<file path="config.mk">
export PLATFORM = sky130hd
export DESIGN_NAME = mem_bus_bridge
export DESIGN_NICKNAME = d
export VERILOG_FILES = /design/src/rtl/mem_bus_bridge_pkg.sv /design/src/rtl/mem_bus_bridge_watchdog.sv /design/src/rtl/mem_bus_bridge.sv
export SDC_FILE = /design/constraint.sdc
export NUM_CORES = 1
export LEC_CHECK = 0
export CAP_MARGIN = 20
export CORE_MARGIN = 5
export CORE_UTILIZATION = 33
export DETAILED_ROUTE_END_ITERATION = 12
export PLACE_DENSITY = 0.79
export SETUP_SLACK_MARGIN = 0.5
export SLEW_MARGIN = 20
export SYNTH_ARGS = -nofsm -noshare
export SYNTH_HDL_FRONTEND = slang
export SYNTH_SLANG_ARGS = --single-unit
</file>
<file path="constraint.sdc">
create_clock -name clk -period 5.44 [get_ports clk]
set_input_delay 1.088 -clock clk [delete_from_list [all_inputs] [get_ports clk]]
set_output_delay 1.088 -clock clk [all_outputs]
set_load 0.05 [all_outputs]
</file>
<file path="src/rtl/mem_bus_bridge_pkg.sv">
// Shared types and constants for the CPU-to-unified-memory bridge.
// Holds the sequencer state encoding and the bus alignment helper.
package mem_bus_bridge_pkg;

    typedef enum logic [1:0] {
        FETCH  = 2'd0,
        DECODE = 2'd1,
        DATA   = 2'd2,
        COMMIT = 2'd3
    } bridge_state_t;

    localparam logic [3:0]  BYTEEN_ALL      = 4'hF;
    localparam logic [31:0] WORD_ALIGN_MASK = 32'hFFFF_FFFC;

    function automatic logic [31:0] align_word(input logic [31:0] a);
        return a & WORD_ALIGN_MASK;
    endfunction

endpackage

</file>
<file path="src/rtl/mem_bus_bridge_watchdog.sv">
// bus_watchdog: counts consecutive stalled request cycles and raises a
// sticky error once the limit is hit; expire_o aborts the transfer.
module bus_watchdog #(
    parameter int LIMIT = 64
) (
    input  logic clk,
    input  logic reset,
    input  logic stall_i,
    output logic expire_o,
    output logic error_o
);

    localparam int CW = $clog2(LIMIT + 1);

    logic [CW-1:0] cnt_q, cnt_d;
    logic          err_q, err_d;

    assign expire_o = stall_i && (cnt_q == CW'(LIMIT - 1));
    assign error_o  = err_q;

    // Count while stalled, clear on completion, abort or idle.
    always_comb begin
        cnt_d = '0;
        err_d = err_q | expire_o;
        if (stall_i && !expire_o) begin
            cnt_d = cnt_q + 1'b1;
        end
    end

    // Counter and sticky error register.
    always_ff @(posedge clk or posedge reset) begin
        if (reset) begin
            cnt_q <= '0;
            err_q <= 1'b0;
        end else begin
            cnt_q <= cnt_d;
            err_q <= err_d;
        end
    end

endmodule

</file>
<file path="src/rtl/mem_bus_bridge.sv">
// mem_bus_bridge: serialises fetch and data access onto one bus and
// strobes clk_enable per instruction. Option: MEM_BUS_BRIDGE_TIMEOUT_EN.
import mem_bus_bridge_pkg::*;

module mem_bus_bridge #(
    parameter int TIMEOUT_CYCLES = 64
) (
    input  logic        clk,
    input  logic        reset,
    input  logic [31:0] instr_address,
    output logic [31:0] instr_readdata,
    input  logic [31:0] data_address,
    input  logic        data_read,
    input  logic        data_write,
    input  logic [31:0] data_writedata,
    output logic [31:0] data_readdata,
    output logic        clk_enable,
    output logic [31:0] address,
    output logic        read,
    output logic        write,
    output logic [31:0] writedata,
    output logic [3:0]  byteenable,
    input  logic [31:0] readdata,
    input  logic        waitrequest,
    output logic        bus_error
);

    bridge_state_t state_q, state_d;
    logic          wr_q;
    logic [31:0]   instr_q;
    logic [31:0]   data_q;
    logic          expire;
    logic          done;

`ifdef MEM_BUS_BRIDGE_TIMEOUT_EN
    logic stall;

    assign stall = ((state_q == FETCH) || (state_q == DATA)) && waitrequest;

    bus_watchdog #(
        .LIMIT (TIMEOUT_CYCLES)
    ) u_wdog (
        .clk      (clk),
        .reset    (reset),
        .stall_i  (stall),
        .expire_o (expire),
        .error_o  (bus_error)
    );
`else
    assign expire    = 1'b0;
    assign bus_error = 1'b0;
`endif

    // A transfer ends on a non-stalled edge or on a watchdog abort.
    assign done = !waitrequest || expire;

    assign instr_readdata = instr_q;
    assign data_readdata  = data_q;
    assign byteenable     = BYTEEN_ALL;

    // State register.
    always_ff @(posedge clk or posedge reset) begin
        if (reset) begin
            state_q <= FETCH;
        end else begin
            state_q <= state_d;
        end
    end

    // Next-state logic.
    always_comb begin
        state_d = state_q;
        unique case (state_q)
            FETCH:  if (done) state_d = DECODE;
            DECODE: state_d = (data_read || data_write) ? DATA : COMMIT;
            DATA:   if (done) state_d = COMMIT;
            COMMIT: state_d = FETCH;
            default: state_d = FETCH;
        endcase
    end

    // Bus and strobe outputs; reset drops the request asynchronously.
    always_comb begin
        read       = 1'b0;
        write      = 1'b0;
        address    = '0;
        writedata  = '0;
        clk_enable = 1'b0;
        if (!reset) begin
            unique case (state_q)
                FETCH: begin
                    read    = 1'b1;
                    address = align_word(instr_address);
                end
                DATA: begin
                    address = align_word(data_address);
                    if (wr_q) begin
                        write     = 1'b1;
                        writedata = data_writedata;
                    end else begin
                        read = 1'b1;
                    end
                end
                COMMIT: clk_enable = 1'b1;
                default: ;
            endcase
        end
    end

    // Latch fetched word, access kind and load data; aborts read as zero.
    always_ff @(posedge clk or posedge reset) begin
        if (reset) begin
            wr_q    <= 1'b0;
            instr_q <= '0;
            data_q  <= '0;
        end else begin
            unique case (state_q)
                FETCH: begin
                    if (done) instr_q <= expire ? 32'h0 : readdata;
                end
                DECODE: wr_q <= data_write;
                DATA: begin
                    if (done && !wr_q) data_q <= expire ? 32'h0 : readdata;
                end
                default: ;
            endcase
        end
    end

endmodule
</file>
Yosys cells after proc, flatten, opt, wreduce, memory -nomap -nowiden
Index checks and enable logic that the tools add are counted.
Widths: inputs -> output; s select.
{"block": "totals", "output_inout_bits": 136, "register_bits": 67}
{"block": "op_classes", "muxes": 17, "reduce_logical": 8, "n_eq_ne": 5, "n_bitwise": 1}
{"op": "$mux 32", "count": 4}
{"op": "$pmux 32 s2", "count": 1}
{"op": "$mux 1", "count": 8}
{"op": "$pmux 2 s4", "count": 1}
{"op": "$reduce_and 2->1", "count": 3}
{"op": "$eq 2x2->1 const B", "count": 2}
{"op": "$mux 2", "count": 2}
{"op": "$ne 2x2->1 const B", "count": 2}
{"op": "$eq 2x1->1 const B", "count": 1}
{"op": "$logic_not 1->1", "count": 2}
{"op": "$logic_not 2->1", "count": 1}
{"op": "$pmux 1 s2", "count": 1}
{"op": "$logic_and 1x1->1", "count": 1}
{"op": "$logic_or 1x1->1", "count": 1}
{"op": "$not 1->1", "count": 1}

Depth between registers and ports, before layout
Gate-level depths: netlist of run 1.
{"block": "depth", "word_depth": 3, "depth_mapped": 6, "ltp_nobuf": 5}

Worst setup path before layout of run 1
OpenSTA, ideal clock, no wires.
{"block": "synth_timing", "path_kind": "input-to-output", "from": "input port reset", "to": "output port writedata[22]", "path_slack_ns": 0.486, "required_time_ns": 4.352, "path_buffers": 2, "cell_stages": 5, "t_arrival_ns": 3.866, "path_cell_list": "clkbuf_1 > inv_1 > and3_1 > buf_2 > and2_1"}
{"block": "synth_between", "elab_chain_cells": 1}
{"item": "start, declared", "line": "mem_bus_bridge.sv:9", "rtl": "input logic reset,"}
{"item": "$mux 32", "line": "mem_bus_bridge.sv:89", "rtl": "if (!reset) begin"}
{"item": "end, declared", "line": "mem_bus_bridge.sv:21", "rtl": "output logic [31:0] writedata,"}
Every way passes these cells.

Worst setup path after layout of run 1
{"block": "layout_timing", "from": "input port reset", "to": "output port writedata[21]"}
Same word-level chain as after synthesis.

==> results.toml, run 1 <==
[critical_path]
critPathMaxFanout = 33
critPathKind = "input pin to output pin"
crit_arrival_ps = 3480
cp_slowest_cell = "clkdlybuf4s50_1"
cp_data_required_time_ps = 4350
cpPeakStageDelay_ps = 730
cp-end-kind = "output pin"
crit_chain = "clkdlybuf4s50_1 > buf_4 > clkinvlp_4 > and3_1 > and2_1 > buf_4"
critPathMostFrequentCell = "buf_4"
cp-start-kind = "input pin"

[yosys]
yosys-top-cells-area = "dfrtp_1, mux2_2, a22oi_1"
synth_cell_types = 21
avgSynthCellArea_um2 = 11.8
synthTopCellsByCount = "dfrtp_1, mux2_2, nor2_1, and2_1, a22oi_1"
yosys_warnings = 0
synth-main-ff-cell = "dfrtp_1"
synth_top_area_share_pct = 51.2
synth.most_common_cell = "dfrtp_1"
synthCells = 278
synth_edf_count = 0
synth_area_leader_cell = "dfrtp_1"
synth_area_um2 = 3270
async_flop_share_pct = 100
synth_seq_cells = 67
seq_area_frac_synth_pct = 51.2

[grt]
grt_overflow = 0
grt_use_total_pct = 19.1
grt_pass1_vias = 3191
grt_max_degree = 68
grt_pass1_wl_mm = 17.4
antenna_found_initial = 0

[outcome]
status = "complete, no violations"

[drt]
firstDrtPassIters = 4
drt_iter0_drc = 114
vias = 3034
vias_per_cell = 4.57
drtAntennaViolNets = 0
drc = 0
wire_per_inst_um = 18.0
wirelength_mm = 12.0

[hold_path]
worst_hold_path_type = "register to register"

[sta]
slew-limit-headroom_pct = 40.5
hold_viol_final = 0
fin_crit_sh_pct = 84.0
setup_viol_count_final = 0
drv_slew = 0
finalCriticalPeriod_ps = 4570
grt_setup_unrepaired = "no"
fmax_mhz = 219
tns_ps = 0
tightest_slew_ps = 893
finalClockSkew_ps = 4.48

[clock_network]
htreeDepth = 3
cts_resized = 0
cts_buffer_depth = 2
cts_hold_buf = 0
cts_tree = "done"
cts_buffers = 9
cts_post_setup_buffers_inserted = 0
clk_latency_ps = 330
numClockSinks = 67
cts.clk_slew.worst_paths_ps = 70
clockRootBuffer = "clkbuf_8"

[floorplanning]
start_util_pct = 33.6
dieArea_um2 = 12000
coreArea_um2 = 9730
num_rows = 36
io_pins = 269
die_h_um = 110
dieWidth_um = 110

[placement]
globalplace.congestion = 0.877
placed_area_um2 = 5830
portBuffers = 257
dp_hpwl_mm = 9.48

[run]
drv_cap = 0

[power_and_ir_drop]
vdd_ir_drop_max_mv = 0.301
p_per_area_nw_per_um2 = 643
p_leak_uw = 0.00254
total_power_uw = 3890

[layout]
stdcell_area_um2 = 6050
fin_util_pct = 62.2
fin_nets = 666
antenna_cells = 0
drive_gt1_share_pct = 21.8
synthToLayoutAreaGrowth_pct = 84.9
==> per-stage QoR <==
step	hold slack, ps	setup WS, ps	cells
final	502	871	664
after global routing	517	673	664
after CTS	508	923	664
after detailed placement	491	931	649
after global placement	469	979	649
after floorplan	570	969	283
==> cells in the final DEF (no fill, tap or decap), types with 3 or more instances in the layout <==
cell type	instances
a22oi_1	30
nor2_1	33
dfrtp_1	67
clkbuf_8	9
buf_4	36
o21ai_0	4
inv_1	3
mux2_2	60
and2_1	32
ha_1	4
nand2_1	3
clkdlybuf4s50_1	224
mux2_1	4
conb_1	7
==> area by class of cell <==
| class | count | area, um2 |
|---|---|---|
| sequential | 67 | 1680 |
| tap | 133 | 166 |
| multi-input combinational | 185 | 1460 |
| clock buffer | 9 | 124 |
| clock inverter | 6 | 90.1 |
| inverter | 4 | 18.8 |
| timing repair buffer | 260 | 2510 |
| fill | 821 | 3680 |
==> power breakdown <==
part	internal, uW	switching [uW]	total, uW
combinational	922	1630	2550
clock	257	192	449
sequential	754	131	885
==> routing by layer <==
metal / global-route usage, % / share of wire, % / vias to the layer above
met5: 0 / 0 / -
met2: 32.1 / 49 / 135
met1: 24.8 / 42 / 1449
li1: - / - / 1441
met3: 5.34 / 8.0 / 9
met4: 3.74 / 0.85 / 0
==> critical path, delay by kind of cell <==
family,cells,cell delay (ps)
buf+inv,4,1380
simple gates,2,1000
==> path summary, 6_finish.rpt <==
path / start / depth (start not counted) / slack, ps / end
min: data_readdata[27] / 1 / 500 / data_readdata[27]
max in group asynchronous: reset / 4 / 2840 / data_readdata[22]
min reg2reg: data_readdata[27] / 1 / 500 / data_readdata[27]
max: reset / 6 / 870 / writedata[21]
min in group asynchronous: reset / 4 / 2030 / wr_q
max reg2reg: state_q[0] / 5 / 2730 / data_readdata[14]
==> state kept, by name, summed over array words and instances (netlist names) <==
register,cells
data_readdata,32
instr_readdata,32
state_q,2
wr_q,1
==> cells by family after synthesis <==
logic type | synth area share [%]
adders and majority gates | 2.29
buffers and inverters | 4.89
other | 0.229
and+or+nand+nor | 11.4
AOI/OAI and AO/OA | 7.95
DFF | 51.2
muxes | 22.0
(Power assumes the default switching activity.)
==> run 2: changes to the inputs <==
Clock period 5.44 ns to 4.5 ns, I/O delays scaled along.
==> run 2 against run 1 <==
Global-route usage decreased by 1.4 points. Clock-buffer cell count is 1 higher. Largest cell class unchanged. Die area is the same. Sequential share of layout area down 0.31 points. Critical endpoint is now address[11].
==> results.toml, run 2 (synthesized netlist as in run 1, its figures left out) <==
[outcome]
status = "complete, no violations"

[clock_network]
htreeDepth = 3
cts_resized = 0
cts_buffer_depth = 2
clk_latency_ps = 330
cts_buffers = 9
clockRootBuffer = "clkbuf_8"
numClockSinks = 67
cts_post_setup_buffers_inserted = 0
cts_tree = "done"
cts.clk_slew.worst_paths_ps = 70
cts_hold_buf = 0

[power_and_ir_drop]
p_per_area_nw_per_um2 = 774
vdd_ir_drop_max_mv = 0.410
p_leak_uw = 0.00258

[sta]
drv_slew = 0
setup_viol_count_final = 0
hold_viol_final = 0
worst_hold_slack_ps = 491
finalClockSkew_ps = 11.5
tns_ps = 0
tightest_slew_ps = 951
slew-limit-headroom_pct = 36.6
grt_setup_unrepaired = "no"
fin_crit_sh_pct = 85.1
fmax_mhz = 261
finalCriticalPeriod_ps = 3830

[hold_path]
hold_depth = 1
hp-start = "instr_readdata[25]"
min_to = "instr_readdata[25]"
worst_hold_path_type = "register to register"

[grt]
grt_max_degree = 68
grt_pass1_wl_mm = 16.6
grt_overflow = 0
antenna_found_initial = 0
grt_pass1_vias = 3378
grt_use_total_pct = 17.7

[critical_path]
critPathKind = "input pin to output pin"
rrSetupSlack_ps = 1880
critPathMaxFanout = 20
cp-start-kind = "input pin"
timing.rr.start = "state_q[0]"
crit_arrival_ps = 2930
cp-end-kind = "output pin"
reg2reg_depth = 6
r2r_end = "data_readdata[15]"
cp_data_required_time_ps = 3600

[floorplanning]
die_h_um = 110
dieArea_um2 = 12000
coreArea_um2 = 9730
dieWidth_um = 110
start_util_pct = 33.6
num_rows = 36
io_pins = 269

[drt]
vias_per_cell = 4.58
drt_iter0_drc = 85
drc = 0
wire_per_inst_um = 16.8
firstDrtPassIters = 4
vias = 3058
drtAntennaViolNets = 0
wirelength_mm = 11.2

[layout]
fin_util_pct = 62.9
stdcell_area_um2 = 6120
final_cell_mix = "clkdlybuf4s50_1, dfrtp_1, mux2_2, buf_4, nor2_1"
synthToLayoutAreaGrowth_pct = 86.9
fin_nets = 668
antenna_cells = 0
fillers = 798
drive_gt1_share_pct = 23.8
final_cells = 667
final_common_cell = "clkdlybuf4s50_1"

[run]
drv_cap = 0

[placement]
portBuffers = 257
globalplace.congestion = 0.804
placed_area_um2 = 5890
place_inst = 651
dp_hpwl_mm = 8.89
-- run 2: cell types whose count changed in the layout (fill, tap and decap cells not counted), moves of 2 or more --
cell	change
and2_1	-9
and2_4	+9
ha_1	+2
ha_2	-2
inv_6	+2
-- run 2: layout make-up --
class                      count  area [um2]  area share [%]
timing repair buffer         262        2540            41.5
sequential                    67        1680            27.4
multi-input combinational    185        1490            24.3
tap                          133         166            2.72
clock buffer                  10         138            2.25
clock inverter                 6        93.8            1.53
inverter                       4        18.8           0.307
-- run 2: worst max path at each step --
| stage | from | to | slack, ps |
|---|---|---|---|
| global route | reset | address[10] | 590 |
| global placement | reset | address[10] | 700 |
| CTS | reset | address[11] | 660 |
| detailed placement | reset | address[11] | 660 |
| finish | reset | address[11] | 670 |
| floorplan | reset | writedata[22] | 540 |
-- run 2: worst max-delay path: stages --
cell             delay [ps]
clkdlybuf4s50_1         700
buf_4                   350
nor2_1                  140
clkdlybuf4s50_1         830
-- run 2: report_power, final --
part / switching (uW) / total (uW) / internal (uW)
clock network: 241 / 574 / 333
logic: 1960 / 3080 / 1130
registers: 165 / 1080 / 911
-- run 2: metal layers --
layer	part of all wire, %	up-vias	track usage, %
met5	0	-	0
met4	1.8	0	5.97
met3	8.5	15	6.52
met2	53	147	31.5
met1	36	1446	19.5
li1	-	1450	-
-- run 2: stage by stage --
stage | worst slack [ps] | power [uW]
final | 669 | 4730
after global routing | 587 | 4960
after CTS | 664 | 4790
after detailed placement | 665 | 4200
after global placement | 696 | 4140
after floorplan | 543 | 3130
==> run 3: changes to the inputs <==
Settings changed: PLACE_DENSITY 0.79 to 0.85.
==> run 3 against run 2 <==
Critical path depth unchanged. Die area unchanged. Non-clock buffer count is 1 higher. Core utilization fell by 0.49 points. Power fell by 2.0%. Clock-buffer cell count decreased by 1. Sequential power hardly changed. Routed wire length increased by 8.5%. Clock skew is 3.2 ps lower. Largest power group unchanged. Highest routed layer unchanged.
==> results.toml, run 3 (synthesized netlist as in run 1, its figures left out) <==
[sta]
finalCriticalPeriod_ps = 3720
hold_viol_final = 0
setup_viol_count_final = 0
drv_slew = 0
fmax_mhz = 269
fin_crit_sh_pct = 82.6
tns_ps = 0
grt_setup_unrepaired = "no"
finalClockSkew_ps = 8.30
tightest_slew_ps = 840
slew-limit-headroom_pct = 44.0

[run]
drv_cap = 0

[critical_path]
crit_buf_inv = 3
cpPeakStageDelay_ps = 850
reg2reg_depth = 6
cp-start-kind = "input pin"
crit_chain = "clkdlybuf4s50_1 > buf_4 > nor2_1 > clkdlybuf4s50_1"
cp_num_cells = 4
cp-end-kind = "output pin"
critPathKind = "input pin to output pin"
critPathMaxFanout = 23
cp_top_family = "buffers and inverters"
cp_data_required_time_ps = 3600
critPathMostFrequentCell = "clkdlybuf4s50_1"
crit_arrival_ps = 2820
cp_slowest_cell = "clkdlybuf4s50_1"

[clock_network]
cts_post_setup_buffers_inserted = 0
cts.clk_slew.worst_paths_ps = 70
cts_hold_buf = 0
clk_latency_ps = 330
cts_resized = 0
clockRootBuffer = "clkbuf_8"
cts_buffers = 9
numClockSinks = 67
cts_tree = "done"
cts_buffer_depth = 2
htreeDepth = 3

[layout]
final_common_cell = "clkdlybuf4s50_1"
fillers = 791
final_cell_mix = "clkdlybuf4s50_1, dfrtp_1, mux2_2, buf_4, nor2_1"
ff_latch_area_um2 = 1680
synthToLayoutAreaGrowth_pct = 85.5
fin_nets = 669
drive_gt1_share_pct = 23.6
multiInputGateArea_um2 = 1480

[power_and_ir_drop]
p_per_area_nw_per_um2 = 764
vdd_ir_drop_max_mv = 0.407
total_power_uw = 4640
p_leak_uw = 0.00256

[drt]
firstDrtPassIters = 4
drt_iter0_drc = 166
wirelength_mm = 12.1
drc = 0
vias = 3118
wire_per_inst_um = 18.2
vias_per_cell = 4.67
drtAntennaViolNets = 0

[outcome]
status = "complete, no violations"

[grt]
grt_pass1_wl_mm = 17.4
antenna_found_initial = 0
grt_max_degree = 68
grt_use_total_pct = 19.1
grt_overflow = 0
grt_pass1_vias = 3282

[floorplanning]
num_rows = 36
io_pins = 269
dieWidth_um = 110
coreArea_um2 = 9730
die_h_um = 110
dieArea_um2 = 12000
start_util_pct = 33.6

[placement]
portBuffers = 257
globalplace.congestion = 0.780
dp_hpwl_mm = 9.71

[hold_path]
worst_hold_path_type = "register to register"
hold_depth = 1
==> run 3: cell count changes in the layout (fill, tap and decap cells not counted) <==
cell,change
buf_4,+2
clkinv_4,+1
clkbuf_8,-1
nand2b_1,+1
nand2b_2,-1
inv_6,-2
clkinv_2,+2
buf_12,-1
diode_2,+1
bufinv_16,-1
==> run 3: layer usage <==
metal | vias to the layer above | global-route usage (%) | wire (um)
met5 | - | 0 | 0
li1 | 1449 | - | -
met3 | 17 | 7.87 | 1130
met1 | 1503 | 23.1 | 4720
met4 | 0 | 4.10 | 168
met2 | 149 | 31.9 | 6100
==> run 3: final cells by class <==
class                   count  share of cell area (%)
clock inverters             6                    1.07
diodes                      1                  0.0412
well taps                 133                    2.74
multi-input cells         185                    24.4
clock buffers               9                    2.04
flip-flops and latches     67                    27.6
repair buffers            263                    41.8
inverters                   4                   0.309
==> run 3: final timing paths <==
| check | startpoint | end | slack (ps) |
|---|---|---|---|
| setup reg to reg | state_q[0] | data_readdata[31] | 2240 |
| setup / recovery | reset | address[27] | 780 |
| hold / removal | data_readdata[24] | data_readdata[24] | 510 |
| min in group asynchronous | reset | state_q[1] | 1690 |
| max in group asynchronous | reset | instr_readdata[15] | 2230 |
| hold reg to reg | data_readdata[24] | data_readdata[24] | 510 |
==> run 3: worst register-to-register path, cell delays in order, from the launching register on <==
cell and delay [ps]:
dfrtp_1 400, inv_1 170, ha_1 170, buf_4 310, nor3b_4 240, buf_4 430
mux2_2 430
==> run 3: report_power, final <==
part	internal, uW	switching (uW)
Sequential	912	164
Clock	254	224
Combinational	1120	1960
==> run 3: per-stage QoR <==
stage / std cells / hold WS, ps / instance area [um2] / util (%) / setup WS [ps]
after CTS: 667 / 510 / 6070 / 62.4 / 782
after global routing: 667 / 522 / 6070 / 62.4 / 708
after floorplan: 283 / 574 / 3320 / - / 543
final: 668 / 506 / 6070 / 62.4 / 784
after detailed placement: 652 / 495 / 5880 / 60.4 / 790
after global placement: 652 / 475 / 5880 / 60.4 / 849
